$ cat config.mk
export PLATFORM = sky130hd
export DESIGN_NAME = multiplicador_booth_nbits
export DESIGN_NICKNAME = d
export VERILOG_FILES = /design/src/rtl/multiplicador_booth_nbits_pkg.sv /design/src/rtl/multiplicador_booth_nbits_sumador.sv /design/src/rtl/multiplicador_booth_nbits.sv
export SDC_FILE = /design/constraint.sdc
export NUM_CORES = 1
export LEC_CHECK = 0
export ABC_AREA = 0
export CORE_ASPECT_RATIO = 1.5
export CORE_UTILIZATION = 30
export CTS_BUF_LIST = sky130_fd_sc_hd__clkbuf_8
export DETAILED_ROUTE_END_ITERATION = 7
export GPL_TIMING_DRIVEN = 0
export PLACE_DENSITY = 0.58
export SYNTH_ARGS = -nofsm -noshare
export SYNTH_HDL_FRONTEND = slang
export SYNTH_SLANG_ARGS = --single-unit
$ cat constraint.sdc
create_clock -name iClk -period 8.1 [get_ports iClk]
set_clock_uncertainty 0.1 [all_clocks]
set_input_delay 0.81 -clock iClk [delete_from_list [all_inputs] [get_ports iClk]]
set_output_delay 0.81 -clock iClk [all_outputs]
set_load 0.005 [all_outputs]
$ cat src/rtl/multiplicador_booth_nbits_pkg.sv
// Shared state encoding and Booth recoding constants for the radix-2 Booth multiplier.
package multiplicador_booth_nbits_pkg;

    typedef enum logic [1:0] {
        IDLE = 2'd0,
        CALC = 2'd1,
        DONE = 2'd2
    } state_t;

    // Booth pair is {q[0], q[-1]}: 01 adds the multiplicand, 10 subtracts it.
    localparam logic [1:0] PAIR_ADD = 2'b01;
    localparam logic [1:0] PAIR_SUB = 2'b10;

endpackage

$ cat src/rtl/multiplicador_booth_nbits_sumador.sv
// NBITS-wide two's-complement adder/subtractor: oS = iX + iY (iOp=0) or iX - iY (iOp=1).
module sumadorRestadorNBits #(
    parameter int NBITS = 8
) (
    input  logic [NBITS-1:0] iX,
    input  logic [NBITS-1:0] iY,
    input  logic             iOp,
    output logic [NBITS-1:0] oS,
    output logic             oCout,
    output logic             oOverflow
);

    logic [NBITS-1:0] y_eff;

    assign y_eff = iY ^ {NBITS{iOp}};
    assign {oCout, oS} = {1'b0, iX} + {1'b0, y_eff} + {{NBITS{1'b0}}, iOp};

    // Signed overflow: both addends share a sign that the result does not.
    assign oOverflow = (iX[NBITS-1] == y_eff[NBITS-1]) && (oS[NBITS-1] != iX[NBITS-1]);

endmodule

$ cat src/rtl/multiplicador_booth_nbits.sv
// Sequential signed radix-2 Booth multiplier: 2*NBITS product NBITS+1 cycles after a start.
module multiplicador_booth_nbits
    import multiplicador_booth_nbits_pkg::*;
#(
    parameter int NBITS = 8
) (
    input  logic                 iClk,
    input  logic                 iRst,
    input  logic                 iStart,
    input  logic [NBITS-1:0]     iMultiplicando,
    input  logic [NBITS-1:0]     iMultiplicador,
    output logic [2*NBITS-1:0]   oProducto,
    output logic                 oBusy,
    output logic                 oDone
);

    localparam int CW = $clog2(NBITS + 1);

    state_t             state;
    logic [NBITS-1:0]   acc;
    logic [NBITS-1:0]   mult_q;
    logic [NBITS-1:0]   mcand;
    logic               q_m1;
    logic [CW-1:0]      count;
    logic [2*NBITS-1:0] product;
    logic               busy;
    logic               done;

    logic [1:0]         pair;
    logic               do_sub;
    logic               use_adder;
    logic [NBITS-1:0]   sum;
    logic               overflow;
    logic               cout_unused;
    logic [NBITS-1:0]   sel;
    logic               sign;
    logic [NBITS-1:0]   next_acc;
    logic [NBITS-1:0]   next_q;

    sumadorRestadorNBits #(
        .NBITS(NBITS)
    ) u_sumador (
        .iX       (acc),
        .iY       (mcand),
        .iOp      (do_sub),
        .oS       (sum),
        .oCout    (cout_unused),
        .oOverflow(overflow)
    );

    assign pair      = {mult_q[0], q_m1};
    assign do_sub    = (pair == PAIR_SUB);
    assign use_adder = (pair == PAIR_ADD) || (pair == PAIR_SUB);
    assign sel       = use_adder ? sum : acc;

    // The shifted-in sign must be the true sign: subtracting the most negative value overflows.
    assign sign      = use_adder ? (sum[NBITS-1] ^ overflow) : acc[NBITS-1];
    assign next_acc  = {sign, sel[NBITS-1:1]};
    assign next_q    = {sel[0], mult_q[NBITS-1:1]};

    always_ff @(posedge iClk) begin
        if (iRst) begin
            state   <= IDLE;
            acc     <= '0;
            mult_q  <= '0;
            mcand   <= '0;
            q_m1    <= 1'b0;
            count   <= '0;
            product <= '0;
            busy    <= 1'b0;
            done    <= 1'b0;
        end else begin
            case (state)
                IDLE: begin
                    busy <= 1'b0;
                    done <= 1'b0;
                    if (iStart) begin
                        mcand  <= iMultiplicando;
                        mult_q <= iMultiplicador;
                        acc    <= '0;
                        q_m1   <= 1'b0;
                        count  <= CW'(NBITS);
                        state  <= CALC;
                        busy   <= 1'b1;
                    end
                end
                CALC: begin
                    acc    <= next_acc;
                    mult_q <= next_q;
                    q_m1   <= mult_q[0];
                    count  <= count - CW'(1);
                    if (count == CW'(1)) begin
                        product <= {next_acc, next_q};
                        state   <= DONE;
                        busy    <= 1'b0;
                        done    <= 1'b1;
                    end
                end
                DONE: begin
                    done <= 1'b0;
                    if (iStart) begin
                        mcand  <= iMultiplicando;
                        mult_q <= iMultiplicador;
                        acc    <= '0;
                        q_m1   <= 1'b0;
                        count  <= CW'(NBITS);
                        state  <= CALC;
                        busy   <= 1'b1;
                    end else begin
                        state <= IDLE;
                        busy  <= 1'b0;
                    end
                end
                default: begin
                    state <= IDLE;
                    busy  <= 1'b0;
                    done  <= 1'b0;
                end
            endcase
        end
    end

    assign oProducto = product;
    assign oBusy     = busy;
    assign oDone     = done;

endmodule

Yosys cells after proc, flatten, opt, wreduce, memory -nomap -nowiden. Cells that the tools add are included.

Bits in registers: 49. Output and inout port bits: 18. Input port bits: 19.

Reductions and logical operators: 10. $add $sub $neg: 3. Equality and inequality tests: 10. Multiplexer cells: 17. Bitwise gates (word level): 3.

Operators by type and width (number): $pmux 8 s2 (2); $mux 8 (3); $add 8x1->8 (1); $add 8x8->8 (1); $pmux 4 s2 (1); $reduce_and 2->1 (4); $xor 8x8->8 (1); $pmux 2 s3 (1); $mux 1 (5); $eq 2x1->1 const B (2); $eq 2x2->1 const B (2); $eq 4x1->1 const B (1); $mux 2 (2); $mux 4 (1); $ne 2x2->1 const B (2); $pmux 1 s2 (2); $reduce_or 2->1 (2); $sub 4x1->4 const B (1); $logic_not 2->1 (1); $ne 2x1->1 const B (1); $reduce_bool 2->1 (1); $eq 1x1->1 (1); $logic_and 1x1->1 (1); $logic_or 1x1->1 (1); 3 further kinds (3).

Depth between registers and ports, before layout.
Depth after elaboration: 9. Depth in mapped cells: 14. Gate-level depth less buffers: 12.

Modules after synthesis. Synthesis repeated with hierarchy kept, for this count alone.

Cells, all modules: 296. Area, all modules: 2595.0 sq um.

Modules (own cells, without submodules): multiplicador_booth_nbits (cells each 236, area an instance 2124.5 sq um, times used 1, seq. area each 980.9 sq um); sumadorRestadorNBits (cells each 60, area an instance 470.5 sq um, times used 1, seq. area each 0.0 sq um).

Least setup slack after synthesis. Ideal clock, no wire load.

Path type: reg-to-reg. Start point: reg q_m1. End point: reg product[14] (netlist: oProducto[14]). Arrival time: 2.738 ns. Path buffers: 2. Cell stages (with the launch flop): 15. Clock period less this slack: 2.908 ns. Slack: 5.192 ns. Cells stage by stage: dfxtp_1 > inv_1 > ha_1 > buf_6 > xor2_1 > ha_1 > buf_2 > a21o_4 > a2111oi_4 > o21ai_1 > fa_1 > inv_1 > o21ai_1 > nand2_1 > a21oi_1.

Word-level cells in the longest chain between the ends: 5.

Ends and longest elaborated chain: start: declaration (line multiplicador_booth_nbits.sv:23) `logic q_m1;`; start signal: assignment (line multiplicador_booth_nbits.sv:90) `q_m1 <= mult_q[0];`; $eq 2x2->1 (line multiplicador_booth_nbits.sv:52, multiplicador_booth_nbits.sv:53); $xor 8x8->8 (line multiplicador_booth_nbits_sumador.sv:15) `assign y_eff = iY ^ {NBITS{iOp}};`; $add 8x8->8 (line multiplicador_booth_nbits_sumador.sv:16) `assign {oCout, oS} = {1'b0, iX} + {1'b0, y_eff} + {{NBITS{1'b0}}, iOp};`; $add 8x1->8 (line multiplicador_booth_nbits_sumador.sv:16); $mux 8 (*) (line multiplicador_booth_nbits.sv:54) `assign sel = use_adder ? sum : acc;`; end signal: assignment (line multiplicador_booth_nbits.sv:93) `product <= {next_acc, next_q};`; end: declaration (line multiplicador_booth_nbits.sv:25) `logic [2*NBITS-1:0] product;`.

Every way passes the cells marked *; elsewhere a longest branch is shown, timed or not. A chain may end at the register's enable or synchronous reset.

Worst setup path in the final report.
Start point: reg q_m1. End point: reg acc[6].

Word-level cells in the longest chain between the ends: 6.

Ends and longest elaborated chain: $eq 2x2->1 (line multiplicador_booth_nbits.sv:52, multiplicador_booth_nbits.sv:53); $xor 8x8->8 (line multiplicador_booth_nbits_sumador.sv:15); $add 8x8->8 (line multiplicador_booth_nbits_sumador.sv:16); $add 8x1->8 (line multiplicador_booth_nbits_sumador.sv:16); $mux 8 (*) (line multiplicador_booth_nbits.sv:54); $pmux 8 s2 (*) (line multiplicador_booth_nbits.sv:73) `case (state)`; end signal: assignment (line multiplicador_booth_nbits.sv:88) `acc <= next_acc;`; end: declaration (line multiplicador_booth_nbits.sv:20) `logic [NBITS-1:0] acc;`.

Marked as above.

==> run_results.csv <==
group,metric,value,unit
placed_design,io_buffers,35,
pwr,leakagePower,1.107,nW
detailed_routing,antenna_left,0,
sta,grt_setup_unrepaired,"false",
die,row_count,40,
detailed_routing,wl,6011,um
cts,cts.repair.resized,0,
sta,min_period_over_period,40.46,%
cells_and_area,final_cells,441,
die,die-area,8560,um^2
global_routing,grt_pass1_wl,9708,um
detailed_routing,firstDrtPassIters,4,
cts,cts_max_level,2,
critical_path,critical_path_class,"reg2reg",
detailed_routing,vias_per_cell,4.880,
cells_and_area,areaGrowthSynthToFinish,23.18,%
cells_and_area,num_antenna_cells,0,
critical_path,worst-path-buf-inv,4,
sta,setup_violations,0,
global_routing,grt-busiest-layer,"met2",
placed_design,dpl.hpwl,4620,um
cts,clockBufferDepth,2,
detailed_routing,drc,0,
sta,worst_slack,4823,ps
critical_path,critPathTopFamily,"compound AO/OA/AOI/OAI gates",
cts,tritoncts,"yes",
logic_synthesis,synth_area,2456,um^2
sta,max_slew_margin,60.99,%
logic_synthesis,synth_edf_count,0,
status,outcome,"finished, final reports clean",
cells_and_area,nFillCells,829,
cells_and_area,fin_nets,365,
global_routing,grt_use_total,15.10,%
critical_path,cp_slowest_stage_delay,490,ps
cts,numCtsBuffers,5,
pwr,p_per_area,179.4,nW/um^2
global_routing,grt_use_met1,18.37,%
detailed_routing,drt_iter0_drc,103,
critical_path,critPathSlowestCell,"fa_1",
logic_synthesis,ys_seq_area_share,39.94,%
die,initial_utilization,30.86,%
die,dieHeight,112.8,um
global_routing,grt_max_degree,16,
critical_path,endpoint_kind,"flip-flop",
logic_synthesis,synthCells,293,
sta,period_needed,3277,ps
pwr,finalPower,0.0005429,W
placed_design,place_ws,4906,ps
sta,slew_viol_final,0,
critical_path,required,8250,ps
global_routing,gr-usage-met2,24.54,%
cts,insertion_delay,310,ps
global_routing,grt_overflow,0,
cts,cts-root-buf,"clkbuf_8",
logic_synthesis,async_flop_share,0,%
placed_design,gp_congestion,0.8740,
detailed_routing,wl_per_cell,13.63,um
logic_synthesis,avgSynthCellArea,8.383,um^2
placed_design,dp_cells,433,
global_routing,grt_pass1_vias,1985,
die,io_pins,37,
critical_path,cp-start-kind,"flip-flop",
flow_run,cap_violations,0,
sta,hold_viol,0,
cts,holdBufCountCts,0,
sta,worst_pin_slew,583.0,ps
sta,finalSetupTns,0,ps
logic_synthesis,ys.flop_type,"dfxtp_1",
cells_and_area,drive_gt1_share,5.357,%
worst_hold_path,holdCritPathClass,"reg2reg",
cts,clock_sinks,49,
pwr,vdd_drop_max,0.00006657,V
logic_synthesis,syn-num-nets,323,
logic_synthesis,synth_seq_cells,49,
critical_path,worstPathCellList,"inv_1 -> ha_1 -> buf_6 -> xor2_1 -> ha_1 -> buf_2 -> a21o_4 -> a2111oi_4 -> o21ai_1 -> fa_1 -> inv_1 -> o21ai_1 -> a22oi_1 -> nor2_1",
die,die_w,75.88,um
detailed_routing,vias,2152,
global_routing,antenna_found_initial,0,
logic_synthesis,ys_types,44,
critical_path,worst_ep_arrival_time,3430,ps
global_routing,gr-usage-met3,2.760,%
logic_synthesis,yosys_warnings,0,
critical_path,path_max_fanout,8,
sta,max_freq,305.2,MHz
cts,cts_setup_buffers,0,
die,coreArea,7958,um^2
cts,path_clk_slew,90,ps
sta,hold_ws,354.4,ps
## metal layers
layer	vias to the layer above	wire length, um
met1	975	2651
met4	0	233
met5	-	0
met3	16	203
met2	51	2923
li1	1110	-
## worst paths after layout
check	to	depth (start not counted)	start	slack (ps)
setup / recovery	acc[6]	14	q_m1	4820
hold reg to reg	oProducto[15]	2	oProducto[15]	350
setup reg to reg	acc[6]	14	q_m1	4820
hold / removal	oProducto[15]	2	oProducto[15]	350
## cells by family after synthesis
| group | synth area share (%) |
|---|---|
| simple gates | 19.97 |
| buf+inv | 4.738 |
| xor+xnor | 3.922 |
| fa+ha+maj | 6.215 |
| flops | 39.94 |
| compound gates | 20.22 |
| mux | 4.992 |
## synth_stat cells (4+ instances only)
cell type	count	area, um^2
dfxtp_1	49	980.9
nand2_1	47	176.4
a21oi_1	30	150.1
nor2_1	30	112.6
a211oi_1	11	82.58
clkbuf_1	10	37.54
mux2i_1	10	100.1
ha_1	9	112.6
nor3_1	8	40.04
inv_1	7	26.28
xor2_1	7	61.31
buf_2	6	30.03
nand3_1	6	30.03
nand2b_1	4	25.02
nor2b_1	4	25.02
o21ai_1	4	20.02
xnor2_1	4	35.03
## final cells by class
class / count / area [um^2] / share of cell area [%]
inverter: 8 / 30.03 / 0.9926
clock buffer: 5 / 68.82 / 2.275
timing repair buffer: 35 / 350.3 / 11.58
multi-input combinational: 217 / 1359 / 44.91
tap: 105 / 131.4 / 4.342
buffer: 19 / 86.33 / 2.854
sequential: 49 / 980.9 / 32.42
clock inverter: 3 / 18.77 / 0.6203
## layout by cell type, fill, tap and decap left out, types with 2 or more instances in the layout
cell,n
nor3_1,8
nand2b_1,4
o211ai_1,3
dfxtp_1,49
nor4_1,2
clkinvlp_4,2
a211o_1,3
nand4_1,2
a22oi_1,3
ha_1,9
or4_1,2
xnor2_1,4
or3_1,3
a311oi_1,3
fa_1,2
clkdlybuf4s50_1,35
nand2_1,47
o21a_1,2
mux2i_1,10
clkbuf_1,10
nor2_1,30
clkbuf_8,5
nand3_1,6
o21ai_0,3
buf_2,6
inv_1,8
xor2_1,7
a31oi_1,2
a21oi_1,30
o21ai_1,4
buf_1,2
o2111ai_1,2
nor2b_1,4
a211oi_1,11
## worst min-delay path: stages (launching register included)
cell and delay (ps):
dfxtp_1 320, nand2_1 50, a21oi_1 50
## where the power goes
| part | leakage, nW | switching, W | internal, W |
|---|---|---|---|
| sequential | 0.400 | 0.0000109 | 0.000254 |
| combinational | 0.666 | 0.0000752 | 0.0000541 |
| clock | 0.0416 | 0.0000885 | 0.0000598 |
| total | 1.11 | 0.000175 | 0.000368 |
## through the flow
step	util, %	cell area (um^2)
after floorplan	-	2456
after global placement	36.92	2938
after detailed placement	36.92	2938
after CTS	38.02	3025
after global routing	38.02	3025
final	38.02	3025
## flip-flops by register name (all words and copies together) (netlist names)
register	cells
oDone	1
count	4
mcand	8
state	2
acc	8
q_m1	1
mult_q	8
oProducto	16
oBusy	1
Note: power is estimated with default switching activity, not from simulation.
